===== src/rtl/wb_pkg.sv =====
// Shared types for the writeback arbiter: buffer state, buffered-entry port needs
// and the vector lane mask width.
package wb_pkg;

  localparam int WB_MASK_W = 4;

  typedef enum logic {
    WB_EMPTY = 1'b0,
    WB_FULL  = 1'b1
  } wb_state_t;

  typedef struct packed {
    logic reg_need;
    logic vec_need;
  } wb_need_t;

endpackage


===== src/rtl/wb_sat_counter.sv =====
// Saturating event counter. It clears on rst and reads zero while rst is held.
module wb_sat_counter #(
  parameter int CNT_W = 16
) (
  input  logic             clk,
  input  logic             rst,
  input  logic             inc,
  output logic [CNT_W-1:0] count
);

  logic [CNT_W-1:0] r_count;

  always_ff @(posedge clk) begin
    if (rst) begin
      r_count <= '0;
    end else if (inc && (r_count != {CNT_W{1'b1}})) begin
      r_count <= r_count + CNT_W'(1);
    end
  end

  assign count = rst ? '0 : r_count;

endmodule


===== src/rtl/wb_arbiter.sv =====
// Writeback arbiter for the shared scalar/vector writeback mux, with a one-entry vector holding buffer.
// Optional statistics counters are enabled by defining WB_ARB_STATS_EN.
module wb_arbiter
  import wb_pkg::*;
#(
  parameter int CNT_W = 16
) (
  input  logic                 clk,
  input  logic                 rst,
  input  logic                 scalar_pipeline_we,
  input  logic [WB_MASK_W-1:0] scalar_pipeline_mask,
  input  logic                 vector_pipeline_we,
  input  logic [WB_MASK_W-1:0] vector_pipeline_mask,
  output logic                 register_wb_sel,
  output logic                 vector_wb_sel,
  output logic                 buffer_register_sel,
  output logic                 buffer_vector_sel,
  output logic                 buffer_register,
  output logic                 buffer_vector,
  output logic                 scalar_stall,
`ifdef WB_ARB_STATS_EN
  output logic                 buf_full,
  output logic [CNT_W-1:0]     stall_cnt,
  output logic [CNT_W-1:0]     defer_cnt
`else
  output logic                 buf_full
`endif
);

  wb_state_t r_state;
  wb_need_t  r_need;

  logic w_s_r;
  logic w_s_v;
  logic w_v_r;
  logic w_v_v;
  logic w_vvalid;
  logic w_conflict;

  assign w_s_r      = scalar_pipeline_we;
  assign w_s_v      = |scalar_pipeline_mask;
  assign w_v_r      = vector_pipeline_we;
  assign w_v_v      = |vector_pipeline_mask;
  assign w_vvalid   = w_v_r | w_v_v;
  assign w_conflict = (w_v_r & w_s_r) | (w_v_v & w_s_v);

  // Reset forces every output low so the scalar side owns both ports and nothing is captured.
  always_comb begin
    register_wb_sel     = 1'b0;
    vector_wb_sel       = 1'b0;
    buffer_register_sel = 1'b0;
    buffer_vector_sel   = 1'b0;
    buffer_register     = 1'b0;
    buffer_vector       = 1'b0;
    scalar_stall        = 1'b0;
    buf_full            = 1'b0;
    if (!rst) begin
      case (r_state)
        WB_EMPTY: begin
          if (w_vvalid) begin
            if (w_conflict) begin
              buffer_register = 1'b1;
              buffer_vector   = 1'b1;
            end else begin
              register_wb_sel = w_v_r;
              vector_wb_sel   = w_v_v;
            end
          end
        end
        WB_FULL: begin
          register_wb_sel     = r_need.reg_need;
          buffer_register_sel = r_need.reg_need;
          vector_wb_sel       = r_need.vec_need;
          buffer_vector_sel   = r_need.vec_need;
          scalar_stall        = (r_need.reg_need & w_s_r) | (r_need.vec_need & w_s_v);
          buffer_register     = w_vvalid;
          buffer_vector       = w_vvalid;
          buf_full            = 1'b1;
        end
        default: ;
      endcase
    end
  end

  // The buffer drains every FULL cycle, so a new vector result can always be captured.
  always_ff @(posedge clk) begin
    if (rst) begin
      r_state <= WB_EMPTY;
      r_need  <= '0;
    end else begin
      case (r_state)
        WB_EMPTY: begin
          if (w_vvalid && w_conflict) begin
            r_state         <= WB_FULL;
            r_need.reg_need <= w_v_r;
            r_need.vec_need <= w_v_v;
          end
        end
        WB_FULL: begin
          if (w_vvalid) begin
            r_need.reg_need <= w_v_r;
            r_need.vec_need <= w_v_v;
          end else begin
            r_state <= WB_EMPTY;
            r_need  <= '0;
          end
        end
        default: begin
          r_state <= WB_EMPTY;
          r_need  <= '0;
        end
      endcase
    end
  end

`ifdef WB_ARB_STATS_EN
  wb_sat_counter #(.CNT_W(CNT_W)) u_stall_cnt (
    .clk   (clk),
    .rst   (rst),
    .inc   (scalar_stall),
    .count (stall_cnt)
  );

  wb_sat_counter #(.CNT_W(CNT_W)) u_defer_cnt (
    .clk   (clk),
    .rst   (rst),
    .inc   (buffer_register | buffer_vector),
    .count (defer_cnt)
  );
`endif

endmodule


===== config.mk =====
export PLATFORM = sky130hd
export DESIGN_NAME = wb_arbiter
export DESIGN_NICKNAME = d
export VERILOG_FILES = /design/src/rtl/wb_pkg.sv /design/src/rtl/wb_sat_counter.sv /design/src/rtl/wb_arbiter.sv
export SDC_FILE = /design/constraint.sdc
export NUM_CORES = 1
export LEC_CHECK = 0
export CORE_AREA = 8 8 45 47
export DETAILED_ROUTE_END_ITERATION = 12
export DIE_AREA = 0 0 53 55
export PLACE_DENSITY = 0.56
export SETUP_SLACK_MARGIN = 0.4
export SKIP_CTS_REPAIR_TIMING = 1
export SLEW_MARGIN = 20
export SYNTH_ARGS = -nofsm -noshare
export SYNTH_HDL_FRONTEND = slang
export SYNTH_SLANG_ARGS = --single-unit

===== constraint.sdc =====
create_clock -name clk -period 2.9 [get_ports clk]
set_clock_uncertainty 0.2 [all_clocks]
set_input_delay 0.435 -clock clk [delete_from_list [all_inputs] [get_ports clk]]
set_output_delay 0.435 -clock clk [all_outputs]
set_load 0.02 [all_outputs]

Yosys cells after proc, flatten, opt, wreduce, memory -nomap -nowiden
Index checks and enable logic that the tools add are counted.

word-level totals
  input port bits = 12
  output and inout port bits = 8
  register bits = 3
  word-level logic and storage cells = 41

cells by class
  mux-type cells = 26
  equal/unequal tests = 1
  reduce and logical (&&, ||, !) cells = 3
  bitwise operators = 8

operators by type and width
  cell                                          count
  2-to-1 mux 1 bit                              19
  one-hot mux 1 bit (2 select lines)            4
  OR reduction 4 bit                            2
  AND 1 bit                                     4
  2-to-1 mux 2 bit                              2
  one-hot mux 2 bit (2 select lines)            1
  bitwise OR 1 bit                              3
  inequality test 2 bit, second input constant  1
  logical AND 1 bit                             1
  inverter 1 bit                                1

Depth between registers and ports, before layout
  word-level depth = 7
  depth in mapped cells = 4

Worst setup path before layout
Ideal clock, no wire load.

  path kind = input to output
  start = input port vector_pipeline_mask[3]
  end = output port buffer_vector
  arrival = 1.597 ns
  setup slack = 0.668 ns
  cell stages on the path = 4
  cell sequence = or4_4 > o21ai_0 > a21oi_1 > buf_4

on the way
  word-level cells in the longest chain between the ends = 7
  elaborated cells between the ends (all ways) = 8
  classes of those cells = mux: 4; bitwise: 3; reduce/logical: 1

RTL lines
  what                                  line              text
  from (decl)                           wb_arbiter.sv:13  input logic [WB_MASK_W-1:0] vector_pipeline_mask,
  OR reduction 4 bit *                  wb_arbiter.sv:43  assign w_v_v = |vector_pipeline_mask;
  AND 1 bit                             wb_arbiter.sv:45  assign w_conflict = (w_v_r & w_s_r) | (w_v_v & w_s_v);
  bitwise OR 1 bit                      wb_arbiter.sv:45
  2-to-1 mux 1 bit (2 in a row)         --
  one-hot mux 1 bit (2 select lines) *  --
  2-to-1 mux 1 bit *                    --
  to (decl)                             wb_arbiter.sv:19  output logic buffer_vector,

Every way passes the cells marked *; elsewhere a longest branch is shown, timed or not.

Worst setup path after layout
  start = input port vector_pipeline_mask[3]
  end = output port buffer_register

on the way
  word-level cells in the longest chain between the ends = 7
  elaborated cells between the ends (all ways) = 8
  classes of those cells = mux: 4; bitwise: 3; reduce/logical: 1

RTL lines
  what                                  line              text
  OR reduction 4 bit *                  wb_arbiter.sv:43
  AND 1 bit                             wb_arbiter.sv:45
  bitwise OR 1 bit                      wb_arbiter.sv:45
  2-to-1 mux 1 bit                      wb_arbiter.sv:61  if (w_conflict) begin
  2-to-1 mux 1 bit                      wb_arbiter.sv:60  if (w_vvalid) begin
  one-hot mux 1 bit (2 select lines) *  wb_arbiter.sv:58  case (r_state)
  2-to-1 mux 1 bit *                    wb_arbiter.sv:57  if (!rst) begin
  to (decl)                             wb_arbiter.sv:18  output logic buffer_register,

Marked as above.

==> impl_results.md <==
- Worst slew pin tran: 0.241 ns
- Total CTS buffers: 3
- M2 GR Usage: 0.113
- N_diodes: 0
- Final nets: 64
- Cell Area, Placed: 443 um2
- Placed cells: 63
- Drt via density: 4.49
- Maximum fanout along the worst path: 5
- Status: complete, no violations
- Die ar.: 0.00292 mm2
- RSZ-0062 raised after global routing: yes
- Routability cong.: 0.730
- Mapped Cells: 27
- Largest net degree at the start of global routing: 7
- Initial antenna violation count: 0
- Fin crit period: 2.44 ns
- Clk pin slew, worst setup/hold paths: 0.04 ns
- Sink Count: 3
- Die extent in x: 53 um
- Syn nets: 39
- Core Footprint: 0.00138 mm2
- Final Hold Fails: 0
- H-Tree Depth: 1
- Worst setup SP type: input port
- Commonest cells post-synth: 4 x a21oi_1, 3 x dfxtp_1, 3 x nor2b_1
- Slew headroom: 0.838
- Ports: 20
- Layout cell share with drive strength beyond 1: 0.294
- Vias in the first global route: 325
- Syn-to-layout area delta: 119%
- Largest cells by area after synthesis: dfxtp_1 27%, or4_4 10%, a21oi_1 8.9%
- Met3 usage: 0.0187
- Drt wl/cell: 12.1 um
- Worst vdd ir: 143 uV
- Max-Cap Viols: 0
- Post-synthesis register bit count: 3
- First-pass GRT wire length: 1350 um
- Final Core Density: 0.357
- Largest area contributor in the netlist: dfxtp_1
- Starting density of the core: 0.163
- Global-route congestion overflow total: 0
- Root Driver: clkbuf_4
- Avg Cell Area, Syn: 8.34 um2
- Post-Layout Cell Count: 67
- Worst hold path class: register to register
- Power per cell area: 345 mW/mm2
- Critical path endpoint category: primary output
- Pwr Total: 0.170 mW
- GRT Resource Usage Total: 0.0634
- Post-Route WL: 814 um
- Max Slew Vio Count: 0
- Iter 0 DRT Violations: 2
- Mapped cell area: 225 um2
- Drt drc: 0
- Most Used Layer, Global Route: met2
- Asr flop ratio synth: 0
- Number of synthesized flops with an enable pin: 0
- Main synth FF type: dfxtp_1
- Post-synth cell types: 17
- P_leak: 0.291 nW
- Router iterations before antenna repair: 2
- Finished Cell Area: 494 um2
- Setup-failing EPs final: 0
- WS Path Type: input port to primary output
- Pre-CTS setup slack: -0.0632 ns
- Crit path DAT: 1.81 ns
- PortBufs: 19
- Most common cell in the netlist: a21oi_1
- Fmax achieved: 410 MHz
- Final worst-path cycle share: 0.842
- TritonCTS clock tree: done
- Post-route ant nets: 0
- Chip height: 55 um
- Ys Warns: 0
- Worst setup margin: 0.459 ns
- Top cell type's share of synthesized area: 0.267
- Req. time, crit path: 2.27 ns
- Clock latency on the worst-skew pair: 0.23 ns
- Clock Path Buffers: 2
- Sequential share of the synthesized area: 0.267
- Via count: 301
- Row cnt: 14
- Routing usage on met1: 0.0592
-- report_power, final --
part	switching, mW	internal [mW]
Sequential	0.00231	0.0443
Clock	0.0205	0.0515
Combinational	0.0228	0.0289
-- placed cells by master, fill, tap and decap left out --
cell type,instances
clkbuf_1,1
nand2_1,1
nor4_1,1
a21oi_2,2
nor2b_1,3
a21oi_1,3
dfxtp_1,3
dlymetal6s2s_1,8
o21ai_1,1
buf_4,2
a32oi_1,1
a21o_1,2
and2_1,2
o21ai_2,1
buf_2,1
buf_6,2
a22oi_2,1
mux2_1,1
clkbuf_2,1
a22o_1,1
clkdlybuf4s50_1,7
nor2_1,1
or4_4,2
clkbuf_4,3
-- worst paths after layout --
| path | start | end | slack (ns) | cells after the start |
|---|---|---|---|---|
| max | vector_pipeline_mask[3] | buffer_register | 0.46 | 5 |
| min | r_need[0]$_SDFFE_PP0P_ | r_need[0]$_SDFFE_PP0P_ | 0.28 | 2 |
| max reg2reg | r_state$_SDFF_PP0_ | r_need[1]$_SDFFE_PP0P_ | 1.51 | 4 |
| min reg2reg | r_need[0]$_SDFFE_PP0P_ | r_need[0]$_SDFFE_PP0P_ | 0.28 | 2 |
-- final cells by class --
class,count,area [um2]
Sequential cell,3,60.1
Clock buffer,4,26.3
Multi-Input combinational cell,23,170
Timing Repair Buffer,21,218
Tap cell,16,20.0
Fill cell,146,890
-- registers in the layout (all words and copies together) (netlist names) --
signal   flops
r_state      1
r_need       2
-- routing by layer --
metal | share of wire | vias up
met3 | 0.044 | 0
met2 | 0.51 | 8
met1 | 0.45 | 143
met4 | 0 | 0
met5 | 0 | -
li1 | - | 150
-- critical path, cell delays in order --
cell and delay (ns):
clkdlybuf4s50_1 0.40, or4_4 0.53, a22oi_2 0.19, a21oi_2 0.10, buf_6 0.14
-- cells by family (layout without fill, tap and decap cells) --
| logic type | after synthesis | count (layout) | share of synthesized area |
|---|---|---|---|
| compound gates | 12 | 12 | 0.350 |
| simple gates | 10 | 10 | 0.300 |
| flops | 3 | 3 | 0.267 |
| mux | 1 | 1 | 0.0500 |
| buf+inv | 1 | 25 | 0.0333 |
-- stage by stage --
stage | hold WS [ns] | TNS, ns
2_1_floorplan | 0.234 | 0
3_3_place_gp | 0.273 | -0.174
3_5_place_dp | 0.273 | -0.181
4_1_cts | 0.279 | -0.213
5_1_grt | 0.327 | 0
6_report | 0.278 | 0
Power figures use the tool's default switching activity.
